`config.mk`:
```
export PLATFORM = sky130hd
export DESIGN_NAME = ifetch
export DESIGN_NICKNAME = d
export VERILOG_FILES = /design/src/rtl/ifetch.sv
export SDC_FILE = /design/constraint.sdc
export NUM_CORES = 1
export LEC_CHECK = 0
export CAP_MARGIN = 20
export CORE_ASPECT_RATIO = 1.2
export CORE_MARGIN = 2
export CORE_UTILIZATION = 60
export CTS_CLUSTER_SIZE = 40
export DETAILED_ROUTE_END_ITERATION = 10
export GPL_TIMING_DRIVEN = 0
export PLACE_DENSITY = 0.75
export SLEW_MARGIN = 20
export SYNTH_ARGS = -nofsm -noshare
export SYNTH_HDL_FRONTEND = slang
export SYNTH_SLANG_ARGS = --single-unit
```
`constraint.sdc`:
```
create_clock -name clk_in -period 4.55 [get_ports clk_in]
set_input_delay 0.455 -clock clk_in [delete_from_list [all_inputs] [get_ports clk_in]]
set_output_delay 0.455 -clock clk_in [all_outputs]
set_load 0.02 [all_outputs]
```
`src/rtl/ifetch.sv`:
```
// Instruction fetch: one outstanding icache request, predecode, and an in-order
// instruction queue feeding the decoder. JAL redirects locally, ROB flush restarts.
package ifetch_pkg;
  typedef enum logic [3:0] {
    OPT_NONE, OPT_LUI, OPT_AUIPC, OPT_JAL, OPT_JALR, OPT_BR, OPT_LD, OPT_ST, OPT_RI, OPT_RC
  } op_type_e;

  typedef enum logic [5:0] {
    OP_NONE, OP_LUI, OP_AUIPC, OP_JAL, OP_JALR,
    OP_BEQ, OP_BNE, OP_BLT, OP_BGE, OP_BLTU, OP_BGEU,
    OP_LB, OP_LH, OP_LW, OP_LBU, OP_LHU,
    OP_SB, OP_SH, OP_SW,
    OP_ADDI, OP_SLTI, OP_SLTIU, OP_XORI, OP_ORI, OP_ANDI, OP_SLLI, OP_SRLI, OP_SRAI,
    OP_ADD, OP_SUB, OP_SLL, OP_SLT, OP_SLTU, OP_XOR, OP_SRL, OP_SRA, OP_OR, OP_AND
  } op_e;

  typedef struct packed {
    logic [31:0] pc;
    logic [31:0] inst;
    op_type_e    op_type;
    op_e         op;
  } iq_entry_t;
endpackage

module ifetch
  import ifetch_pkg::*;
#(
  parameter int unsigned IQ_DEPTH = 16,
  parameter int unsigned IQ_IDX_W = 4,
  parameter logic [31:0] RESET_PC = 32'h0
) (
  input  logic        clk_in,
  input  logic        rst_in,
  input  logic        rdy_in,
  output logic        if_to_ic_valid,
  output logic [31:0] if_to_ic_addr,
  input  logic        ic_to_if_ready,
  input  logic [31:0] ic_to_if_inst,
  input  logic        dc_stall,
  input  logic        rob_to_if_flush,
  input  logic [31:0] rob_to_if_target_pc,
  output logic        if_to_dc_ready,
  output logic [31:0] if_to_dc_PC,
  output logic [31:0] if_to_dc_inst,
  output op_type_e    if_to_dc_opType,
  output op_e         if_to_dc_op
);

  typedef enum logic {S_IDLE, S_WAIT} state_e;

  localparam logic [IQ_IDX_W:0]   FULL_CNT = (IQ_IDX_W+1)'(IQ_DEPTH);
  localparam logic [IQ_IDX_W-1:0] IDX_ONE  = IQ_IDX_W'(1);
  localparam logic [IQ_IDX_W:0]   CNT_ONE  = (IQ_IDX_W+1)'(1);
  localparam logic [31:0]         NOP_INST = 32'h0000_0013;

  state_e              state_q, state_d;
  logic [31:0]         fetch_pc_q, fetch_pc_d;
  logic                drop_q, drop_d;
  logic [IQ_IDX_W-1:0] head_q, head_d, tail_q, tail_d;
  logic [IQ_IDX_W:0]   count_q, count_d;
  iq_entry_t           iq_q [IQ_DEPTH];

  logic        active, full, empty, resp, push, pop, legal, is_jal;
  logic [2:0]  f3;
  logic        f7b5;
  logic [31:0] imm_j;
  op_type_e    pd_type;
  op_e         pd_op;
  iq_entry_t   pd_entry, head_e;

  always_comb begin
    f3      = ic_to_if_inst[14:12];
    f7b5    = ic_to_if_inst[30];
    imm_j   = {{11{ic_to_if_inst[31]}}, ic_to_if_inst[31], ic_to_if_inst[19:12],
               ic_to_if_inst[20], ic_to_if_inst[30:21], 1'b0};
    is_jal  = (ic_to_if_inst[6:0] == 7'b1101111);
    legal   = 1'b1;
    pd_type = OPT_NONE;
    pd_op   = OP_NONE;
    case (ic_to_if_inst[6:0])
      7'b0110111: begin pd_type = OPT_LUI;   pd_op = OP_LUI;   end
      7'b0010111: begin pd_type = OPT_AUIPC; pd_op = OP_AUIPC; end
      7'b1101111: begin pd_type = OPT_JAL;   pd_op = OP_JAL;   end
      7'b1100111: begin pd_type = OPT_JALR;  pd_op = OP_JALR;  legal = (f3 == 3'd0); end
      7'b1100011: begin
        pd_type = OPT_BR;
        case (f3)
          3'd0: pd_op = OP_BEQ;
          3'd1: pd_op = OP_BNE;
          3'd4: pd_op = OP_BLT;
          3'd5: pd_op = OP_BGE;
          3'd6: pd_op = OP_BLTU;
          3'd7: pd_op = OP_BGEU;
          default: legal = 1'b0;
        endcase
      end
      7'b0000011: begin
        pd_type = OPT_LD;
        case (f3)
          3'd0: pd_op = OP_LB;
          3'd1: pd_op = OP_LH;
          3'd2: pd_op = OP_LW;
          3'd4: pd_op = OP_LBU;
          3'd5: pd_op = OP_LHU;
          default: legal = 1'b0;
        endcase
      end
      7'b0100011: begin
        pd_type = OPT_ST;
        case (f3)
          3'd0: pd_op = OP_SB;
          3'd1: pd_op = OP_SH;
          3'd2: pd_op = OP_SW;
          default: legal = 1'b0;
        endcase
      end
      7'b0010011: begin
        pd_type = OPT_RI;
        case (f3)
          3'd0: pd_op = OP_ADDI;
          3'd1: pd_op = OP_SLLI;
          3'd2: pd_op = OP_SLTI;
          3'd3: pd_op = OP_SLTIU;
          3'd4: pd_op = OP_XORI;
          3'd5: pd_op = f7b5 ? OP_SRAI : OP_SRLI;
          3'd6: pd_op = OP_ORI;
          default: pd_op = OP_ANDI;
        endcase
      end
      7'b0110011: begin
        pd_type = OPT_RC;
        case (f3)
          3'd0: pd_op = f7b5 ? OP_SUB : OP_ADD;
          3'd1: pd_op = OP_SLL;
          3'd2: pd_op = OP_SLT;
          3'd3: pd_op = OP_SLTU;
          3'd4: pd_op = OP_XOR;
          3'd5: pd_op = f7b5 ? OP_SRA : OP_SRL;
          3'd6: pd_op = OP_OR;
          default: pd_op = OP_AND;
        endcase
      end
      default: legal = 1'b0;
    endcase
    // Unknown encodings (bad opcode or reserved funct3) travel down the pipe as a NOP.
    pd_entry.pc      = fetch_pc_q;
    pd_entry.inst    = legal ? ic_to_if_inst : NOP_INST;
    pd_entry.op_type = legal ? pd_type : OPT_RI;
    pd_entry.op      = legal ? pd_op : OP_ADDI;
  end

  always_comb begin
    active         = rdy_in & rst_in;
    full           = (count_q == FULL_CNT);
    empty          = (count_q == '0);
    if_to_ic_valid = active & (state_q == S_IDLE) & ~full & ~rob_to_if_flush;
    if_to_ic_addr  = fetch_pc_q;
    if_to_dc_ready = active & ~empty & ~dc_stall & ~rob_to_if_flush;
    resp           = active & (state_q == S_WAIT) & ic_to_if_ready;
    push           = resp & ~drop_q & ~rob_to_if_flush;
    pop            = if_to_dc_ready;

    state_d    = state_q;
    fetch_pc_d = fetch_pc_q;
    drop_d     = drop_q;
    head_d     = head_q;
    tail_d     = tail_q;
    count_d    = count_q;

    if (active) begin
      if (rob_to_if_flush) begin
        head_d     = '0;
        tail_d     = '0;
        count_d    = '0;
        fetch_pc_d = rob_to_if_target_pc;
        // An in-flight word must not be enqueued: drop it now or when it lands.
        if (state_q == S_WAIT) begin
          if (ic_to_if_ready) begin
            state_d = S_IDLE;
            drop_d  = 1'b0;
          end else begin
            drop_d  = 1'b1;
          end
        end
      end else begin
        unique case (state_q)
          S_IDLE: if (if_to_ic_valid) state_d = S_WAIT;
          S_WAIT: begin
            if (ic_to_if_ready) begin
              state_d = S_IDLE;
              if (drop_q) drop_d = 1'b0;
              else fetch_pc_d = fetch_pc_q + (is_jal ? imm_j : 32'd4);
            end
          end
        endcase
        if (push) tail_d = tail_q + IDX_ONE;
        if (pop)  head_d = head_q + IDX_ONE;
        if (push && !pop) count_d = count_q + CNT_ONE;
        else if (pop && !push) count_d = count_q - CNT_ONE;
      end
    end
  end

  always_ff @(posedge clk_in or negedge rst_in) begin
    if (!rst_in) begin
      state_q    <= S_IDLE;
      fetch_pc_q <= RESET_PC;
      drop_q     <= 1'b0;
      head_q     <= '0;
      tail_q     <= '0;
      count_q    <= '0;
    end else begin
      state_q    <= state_d;
      fetch_pc_q <= fetch_pc_d;
      drop_q     <= drop_d;
      head_q     <= head_d;
      tail_q     <= tail_d;
      count_q    <= count_d;
    end
  end

  // Queue storage needs no reset: outputs are masked to zero while empty.
  always_ff @(posedge clk_in) begin
    if (push) iq_q[tail_q] <= pd_entry;
  end

  always_comb begin
    head_e = iq_q[head_q];
    if (empty) begin
      if_to_dc_PC     = '0;
      if_to_dc_inst   = '0;
      if_to_dc_opType = OPT_NONE;
      if_to_dc_op     = OP_NONE;
    end else begin
      if_to_dc_PC     = head_e.pc;
      if_to_dc_inst   = head_e.inst;
      if_to_dc_opType = head_e.op_type;
      if_to_dc_op     = head_e.op;
    end
  end

endmodule

```
# Word level (Yosys, flattened, before mapping)
# Memories as Yosys holds them, arrays and structs flattened.
# Cells that the tools add are included.
# op_classes
muxes,44
n_reduce_logical,20
n_bitwise,17
eq_ne,18
addsub,5
# ops
operator,n
2-to-1 mux 32 bit,8
case mux 6 bit (9 select lines),1
case mux 6 bit (7 select lines),1
case mux 4 bit (9 select lines),1
adder 32 bit,1
case mux 4 bit (7 select lines),1
2-to-1 mux 4 bit,6
case mux 4 bit (6 select lines),1
equality test 7 x 6 -> 1 bit (second input constant),3
equality test 7 bit (second input constant),3
case mux 4 bit (5 select lines),1
2-to-1 mux 1 bit,16
2-to-1 mux 5 bit,3
case mux 5 bit (3 select lines),1
equality test 7 x 5 -> 1 bit (second input constant),2
equality test 3 bit (second input constant),4
2-to-1 mux 6 bit,2
bitwise AND 1 bit,11
OR reduction 5 bit,2
adder 4 x 1 -> 4 bit (second input constant),2
nonzero test 2 bit,4
equality test 7 x 2 -> 1 bit (second input constant),1
equality test 3 x 2 -> 1 bit (second input constant),2
inverter 1 bit,6
17 further kinds,21
# totals
out_inout_bits,108
wordCells,111
ff_bits,47
ramBits,1184
memories,1
input_bits,70
# mem_list
name,words,word_bits,rd,rd_ports_with_merged_regs,write_ports,line_no,text
iq_q,16,74,1,0,1,61,iq_entry_t iq_q [IQ_DEPTH];

# Depth between registers and ports, before layout
# Gate-level depths: netlist (run 1).
# logic_depth
ltp_word,10
depth_mapped,16
depth_no_buf,13

# Least setup slack after synthesis (run 1)
# Ideal clock, no wire load.
# synth_path
path_type,input to register
start,input ic_to_if_inst[4]
end,register fetch_pc_q[26] (netlist: if_to_ic_addr[26])
path_stages,14
arrival_ns,3.764
setup_ns,0.071
path_buffers,2
t_required_ns,4.479
path_slack_ns,0.716
cell_sequence,buf_6 nand4b_4 nor2_1 clkbuf_1 and2_1 ha_1 a21o_1 a21o_1 a21o_1 o31ai_1 nand2_1 and3_1 or4b_1 nand4_1
# synth_via
elab_chain_len,7
# synth_lines
item,line_no,text
from (decl),38,"input logic [31:0] ic_to_if_inst,"
equality test 7 bit,76,is_jal = (ic_to_if_inst[6:0] == 7'b1101111);
2-to-1 mux 32 bit,192,else fetch_pc_d = fetch_pc_q + (is_jal ? imm_j : 32'd4);
adder 32 bit,192,
2-to-1 mux 32 bit,191,if (drop_q) drop_d = 1'b0;
2-to-1 mux 32 bit,189,if (ic_to_if_ready) begin
2-to-1 mux 32 bit,186,unique case (state_q)
2-to-1 mux 32 bit,171,if (rob_to_if_flush) begin
to (signal assigned),214,fetch_pc_q <= fetch_pc_d;
to (decl),57,"logic [31:0] fetch_pc_q, fetch_pc_d;"
# Every way passes these cells. The select of a mux whose other input is x is not followed.
# A chain may end at the register's enable or synchronous reset.

# Final worst setup path (run 1)
# layout_path
start,register head_q[1]
end,output if_to_dc_PC[5]
# layout_via
elab_chain_len,2
# layout_lines
item,line_no,text
from (decl),59,"logic [IQ_IDX_W-1:0] head_q, head_d, tail_q, tail_d;"
from (signal assigned),209,head_q <= '0;
from (signal assigned),216,head_q <= head_d;
memory read (16 x 74 bit),n/a,
2-to-1 mux 32 bit,229,if (empty) begin
to (decl),43,"output logic [31:0] if_to_dc_PC,"
# Every way passes these cells.

==> results of run 1 <==
-- power by group through the flow --
stage,Combinational (mW),Clock (mW),Sequential [mW]
3_5_place_dp,6.17,0,13.2
5_1_grt,6.53,10.1,13.0
6_report,6.22,9.56,13.0
3_3_place_gp,6.08,0,13.2
4_1_cts,6.27,9.64,13.0
2_1_floorplan,3.93,0,13.1
-- cells by family after synthesis --
kind of cell / count (synthesis) / share of synthesized area
other: 1 / 0.00007540
AOI/OAI and AO/OA: 159 / 0.01930
buffers and inverters: 164 / 0.01540
DFF: 1231 / 0.7386
adders and majority gates: 30 / 0.007799
and+or+nand+nor: 386 / 0.04357
xor gates and xnor gates: 23 / 0.004051
muxes: 388 / 0.1713
-- layout by cell type (no fill, tap or decap), types with 7 or more instances in the layout --
| cell | n |
|---|---|
| xnor2_1 | 9 |
| buf_12 | 22 |
| mux2i_1 | 15 |
| a21oi_1 | 49 |
| or3_1 | 11 |
| clkinvlp_4 | 8 |
| diode_2 | 9 |
| xor2_1 | 14 |
| and2_4 | 12 |
| a21o_1 | 11 |
| inv_1 | 8 |
| nand2b_1 | 10 |
| edfxtp_1 | 1184 |
| and3_1 | 21 |
| clkbuf_16 | 118 |
| nand2_1 | 61 |
| clkinv_1 | 22 |
| nor3_1 | 21 |
| and2_1 | 20 |
| nand3b_1 | 8 |
| nor2_1 | 50 |
| clkbuf_2 | 44 |
| buf_16 | 11 |
| buf_2 | 7 |
| buf_4 | 44 |
| nor2b_1 | 100 |
| conb_1 | 32 |
| ha_1 | 27 |
| clkinv_2 | 23 |
| nand3_1 | 26 |
| clkdlybuf4s50_1 | 175 |
| clkbuf_1 | 69 |
| o21ai_0 | 52 |
| bufinv_16 | 13 |
| mux4_2 | 370 |
| dfrtp_1 | 47 |
-- worst register-to-register path, cell delays in order (launching register included) --
cell	delay [ns]
dfrtp_1	0.63
ha_1	0.38
fa_1	0.45
a211o_1	0.31
o211ai_1	0.19
a211o_1	0.19
and3_1	0.26
o21ba_2	0.17
buf_2	0.21
mux2i_1	0.29
nor3b_1	0.09
a211o_1	0.28
-- through the flow --
step / setup TNS, ns / utilization / hold slack [ns]
2_1_floorplan: 0 / - / 0.1594
3_3_place_gp: -5158.23 / 0.6453 / 0.5110
3_5_place_dp: -29.49 / 0.6553 / 0.5344
4_1_cts: 0 / 0.7025 / 0.3434
5_1_grt: -0.01166 / 0.7031 / 0.3922
6_report: 0 / 0.7032 / 0.3394
-- state kept, by name, indices dropped and copies added (netlist names) --
name and flops:
head_q 4, iq_q 1184, if_to_ic_addr 32, tail_q 4, count_q 5, drop_q 1
state_q 1
-- what timing repair did --
item                       4_1_cts  5_1_grt
hold endpoints to repair        47        0
hold buffers                     1        0
gates resized for setup         70        6
setup endpoints to repair       82        6
-- worst paths after layout --
| path | endpoint | cells past startpoint |
|---|---|---|
| worst min-delay path | count_q[0]$_DFFE_PN0P_ | 2 |
| worst max-delay path | if_to_dc_PC[5] | 7 |
| worst min register to register | count_q[3]$_DFFE_PN0P_ | 2 |
| worst max register to register | if_to_ic_addr[27]$_DFFE_PN0P_ | 11 |
| min in group clk_in | iq_q[4][14]$_DFFE_PP_ | 2 |
| max in group asynchronous | if_to_ic_addr[2]$_DFFE_PN0P_ | 2 |
-- per-layer routing --
layer	part of all wire	GRT usage
met5	0.00028	0
met4	0.039	0.1144
met3	0.099	0.05498
met2	0.50	0.4965
met1	0.36	0.4185
-- area by class of cell --
cell class | instances | area [um2]
multi-input cells | 1018 | 12430
clock inverters | 71 | 691.9
repair buffers | 212 | 2534
flip-flops and latches | 1231 | 36730
fillers | 4914 | 24340
inverters | 8 | 30.03
well taps | 1053 | 1318
plain buffers | 155 | 877.1
diodes | 9 | 22.52
clock buffers | 138 | 3038
==> results.md, run 1 <==
- DR WL/cell: 32.41 um
- List of most frequent post-synthesis cells: edfxtp_1 (1184), mux4_2 (370), nor2b_1 (103)
- Finished Layout Cells: 3895
- Ratio of final minimum period to clock period: 0.9833
- DR pass1 iterations: 6
- Vias after detailed routing: ~26000
- Reg-to-Reg Start: if_to_ic_addr[1]$_DFFE_PN0P_
- H-tree Lvls: 3
- Clock power share: 0.333
- Post-Place Cell Area: 53740 um2
- Max Slew Vio Count: 0
- Mean post-synth cell area: 20.88 um2
- Leading area contributor after synthesis: edfxtp_1
- Sequential share of power: 0.451
- Final instance area: 57670 um2
- Seq/Total Area, Yosys: 0.7386
- Arrival @ worst endpoint: 4.02 ns
- Leakage: 19.04 nW
- Max_slew headroom: 0.2731
- Critical Path Slowest Stage Cell: clkdlybuf4s50_1
- # Max-Cap Violations: 0
- Final setup viols: 0
- Clock net sink count: 1231
- Final HPWL DP: around 76000 um
- Layout cell share with drive strength beyond 1: 0.2510
- Area delta synth->final: 15.97%
- Total Power: 28.76 mW
- Post-synth cell types: between 60 and 70
- Buffer count from post-CTS setup fixing: 0
- Number of nets with antenna violations after routing: 0
- Post-Place Cells: 3676
- Number of global-route vias before repair: 26780
- # IOs: 178
- Grt total ovfl: 0
- Critical Path RT: 4.09 ns
- Num rows: 115
- Final Skew: 0.03003 ns
- Final WS setup: 0.07579 ns
- Synth top area cells: edfxtp_1 (71%), mux4_2 (17%), dfrtp_1 (2.4%)
- Die ar.: 85220 um2
- Max incr delay on CP: 0.58 ns
- Peak supply drop: roughly 0.39 mV
- Final #Nets: 2837
- Cell with the most instances after synthesis: edfxtp_1
- WP buf/inv: 4
- Root Driver: clkbuf_16
- CORE AREA: 82020 um2
- Die H: 319.4 um
- CTS max path bufs: 3
- Clk Latency, worst-skew pair: 0.71 ns
- Initial Utilization: 0.6064
- Reg-to-reg setup timing slack: 0.99 ns
- Type of origin of the critical path: flip-flop
- Minimum clock period: ~4.5 ns
- Synthesized area: 49730 um2
- Combinational Power Share: 0.216
- Crit path capture type: primary output
- Global Route Usage Sum: 0.3047
- Pin count of the biggest net entering global routing: 51
- Slew @ Worst Pin: 1.086 ns
- Sw Pwr: 7.555 mW
- CTS tree: built
- #FFs+latches synth: 1231
- WL final: 126200 um
- Pwr/cell area: 498.6 nW/um2
- Asr flop ratio synth: 0.03818
- CP Max Fanout: 10
- Initial antenna violation count: 8
- Synth top area share: 0.7149
- Syn Inst Count: 2382
- Crit path kind: reg2out
- First-pass GRT wire length: 182800 um
- YS warnings: 0
- FMAX: 223.5 MHz
- Switching part of the total power: 0.2627
- Placer congestion estimate: 0.8863
- Via density: 6.696
- Die width: 266.8 um
- Worst Setup SP: head_q[1]$_DFFE_PN0P_
- Worst-path clk slew: 0.06 ns
- Status: finished clean
- EDFF count, synth: around 1200
- DRC viols: 0
- Critical-path cell list: clkbuf_2 -> clkbuf_4 -> clkbuf_2 -> mux4_2 -> mux4_2 -> nor2b_1 -> clkdlybuf4s50_1
- Worst slack, placed: -1.046 ns
- Internal power: between 20 and 25 mW
- TritonCTS Buffers: 112
- Final hold violations: 0
- IO Port Bufs: 176
- Hold WC Path Type: in2async
- Iteration-0 DRC Markers: 3454
- Synth Flop Type: edfxtp_1
- Cell family with most CP delay: buffers and inverters
Note: power is estimated with default switching activity, not from simulation.
==> run 2, diff against run 1 <==
Settings changed: CTS_BUF_LIST set to sky130_fd_sc_hd__clkbuf_8, GPL_TIMING_DRIVEN 0 to unset.
==> results.md, run 2 (synthesized netlist as in run 1, its figures left out) <==
- Status: finished clean
- Num rows: 115 (unchanged)
- Initial Utilization: 0.6064 (unchanged)
- Reg-to-reg setup timing slack: 1.08 ns (+0.09 ns)
- Vias after detailed routing: 25500 (-2.2%)
- CTS tree: built
- Crit path capture type: primary output
- H-tree Lvls: 4 (+1)
- Reg-to-Reg Start: if_to_ic_addr[1]$_DFFE_PN0P_
- WP buf/inv: 3 (-1)
- Max incr delay on CP: 0.62 ns (+0.04 ns)
- Final setup viols: 0 (unchanged)
- Grt total ovfl: 0 (unchanged)
- Placer congestion estimate: 0.9136 (+3.1%)
- Finished Layout Cells: 3919 (+0.62%)
- First-pass GRT wire length: 171200 um (-6.3%)
- Root Driver: clkbuf_8
- DR pass1 iterations: 6 (unchanged)
- Number of nets with antenna violations after routing: 0 (unchanged)
- # IOs: 178 (unchanged)
- Layout cell share with drive strength beyond 1: 0.2570 (+0.006022)
- Hold WC Path Type: in2reg
- Slew @ Worst Pin: 1.151 ns (+0.06488 ns)
- Type of origin of the critical path: flip-flop
- Max_slew headroom: 0.2310 (-0.04216)
- Die ar.: 85220 um2 (unchanged)
- Post-Place Cells: 3585 (-2.5%)
- Arrival @ worst endpoint: 3.89 ns (-0.13 ns)
- Reg2reg path depth: 10 (-1)
- Hold Crit Endpoint: if_to_ic_addr[30]$_DFFE_PN0P_
- Commonest non-fill, non-tap cells in the layout: edfxtp_1 (1184), mux4_2 (370), clkbuf_8 (183)
- Initial antenna violation count: 8 (unchanged)
- CTS max path bufs: 3 (unchanged)
- Final #Nets: 2813 (-0.85%)
- Critical Path Slowest Stage Cell: dfrtp_4
- Max FFs per register: 1184 (unchanged)
- Pwr/cell area: 474.8 nW/um2 (-4.8%)
- Ratio of final minimum period to clock period: 0.9551 (-0.02826)
- DRC viols: 0 (unchanged)
- Final hold violations: 0 (unchanged)
- Setup_tns: 0 ns (unchanged)
- Min-Delay Path Depth: 2
- Crit path kind: reg2out
- CP Max Fanout: 39 (+29)
- RSZ-0062 raised after global routing: false
- HP Start: rob_to_if_flush
- Max Slew Vio Count: 0 (unchanged)
- Clock net sink count: 1231 (unchanged)
- Critical-path cell list: buf_12 -> buf_12 -> mux4_2 -> mux4_2 -> nor2b_1 -> clkdlybuf4s50_1
- Clk Latency, worst-skew pair: 0.85 ns (+0.14 ns)
- IO Port Bufs: 177 (+0.57%)
- # Max-Cap Violations: 0 (unchanged)
- DR WL/cell: 29.73 um (-8.3%)
- Die width: 266.8 um (unchanged)
- Largest Register: iq_q
- TritonCTS Buffers: 178 (+59%)
- Pin count of the biggest net entering global routing: 76 (+49%)
- Leakage: 18.92 nW (-0.61%)
- CORE AREA: 82020 um2 (unchanged)
- Iteration-0 DRC Markers: 2952 (-15%)
- Area delta synth->final: 14.43%
- Final Skew: 0.04652 ns (+0.01649 ns)
- Final HPWL DP: 65950 um (-13%)
- Via density: 6.506 (-2.8%)
- Die H: 319.4 um (unchanged)
- WL final: 116500 um (-7.7%)
- Minimum clock period: 4.346 ns (-0.1286 ns)
- Commonest non-fill, non-tap cell in the layout: edfxtp_1
- Number of global-route vias before repair: 26140 (-2.4%)
- Cell family with most CP delay: buffers and inverters
- Global Route Usage Sum: 0.2816 (-0.02315)
- Worst r2r dst: if_to_ic_addr[27]$_DFFE_PN0P_
- Peak supply drop: 0.2944 mV (-24%)
- Worst-path clk slew: 0.07 ns (about the same)
- FMAX: 230.1 MHz (+3.0%)
- Critical Path RT: 4.09 ns (about the same)
==> run 2: cell types whose count changed in the layout (fill, tap and decap cells not counted), moves of 9 or more <==
cell	change
buf_4	+9
clkbuf_1	-69
buf_12	+24
bufinv_16	-9
clkinv_1	+15
clkbuf_8	+181
clkbuf_2	-44
buf_16	-11
inv_1	+60
clkbuf_16	-118
==> run 2: layer usage <==
layer | share of wire | routed length, um | global-route usage
met5 | 0.00019 | 22 | 0
met4 | 0.026 | 2987 | 0.08614
met2 | 0.49 | 57330 | 0.4458
met1 | 0.39 | 45090 | 0.3985
met3 | 0.095 | 11090 | 0.06447
==> run 2: cell type report <==
cell class | count | area [um2]
diodes | 6 | 15.01
clock buffers | 183 | 2519
clock inverters | 143 | 754.5
fillers | 4956 | 25110
inverters | 8 | 30.03
multi-input cells | 1018 | 12440
flip-flops and latches | 1231 | 36750
well taps | 1053 | 1318
repair buffers | 277 | 3090
==> run 2: what timing repair did <==
action	4_1_cts	5_1_grt
resized for setup	0	0
endpoints found under the hold margin	47	0
endpoints found under the setup margin	0	0
hold buffers	1	0
buffers inserted	0	0
==> run 2: how the worst max path moves through the flow <==
stage / to / slack [ns] / cells past startpoint / startpoint
floorplan: if_to_ic_addr[26]$_DFFE_PN0P_ / 0.72 / 14 / ic_to_if_inst[4]
global placement: if_to_ic_addr[26]$_DFFE_PN0P_ / 0.11 / 13 / ic_to_if_inst[1]
detailed placement: if_to_ic_addr[26]$_DFFE_PN0P_ / 0.04 / 13 / ic_to_if_inst[1]
CTS: if_to_dc_inst[30] / 0.09 / 6 / head_q[0]$_DFFE_PN0P_
global route: if_to_dc_op[5] / 0.07 / 5 / head_q[0]$_DFFE_PN0P_
finish: if_to_dc_inst[30] / 0.20 / 6 / head_q[0]$_DFFE_PN0P_
==> run 2: worst reg2reg max path: cells and delay by family, from the launching register on <==
family | cells | cell delay (ns)
flip-flops | 1 | 0.63
AND/OR/NAND/NOR | 2 | 0.33
multiplexers | 1 | 0.30
AO/OA/AOI/OAI | 5 | 1.27
adder cells (fa/ha/maj) | 2 | 0.83
==> run 2: metrics by stage <==
| stage | power [mW] | hold WS [ns] | worst slack (ns) | instance area (um2) | utilization |
|---|---|---|---|---|---|
| 2_1_floorplan | 16.99 | 0.1594 | 0.7155 | 49850 | - |
| 3_3_place_gp | 19.13 | 0.5070 | 0.1135 | 53600 | 0.6535 |
| 3_5_place_dp | 19.22 | 0.5273 | 0.04097 | 53600 | 0.6535 |
| 4_1_cts | 27.21 | 0.05744 | 0.09309 | 56880 | 0.6935 |
| 5_1_grt | 27.97 | 0.1250 | 0.06933 | 56900 | 0.6937 |
| 6_report | 27.02 | 0.1221 | 0.2044 | 56910 | 0.6939 |
==> run 2: report_power, final <==
| part | total (mW) | switching (mW) | internal (mW) |
|---|---|---|---|
| Combinational | 5.91 | 2.80 | 3.11 |
| Sequential | 13.0 | 0.386 | 12.6 |
| Clock | 8.09 | 4.10 | 3.99 |
| Total | 27.0 | 7.28 | 19.7 |
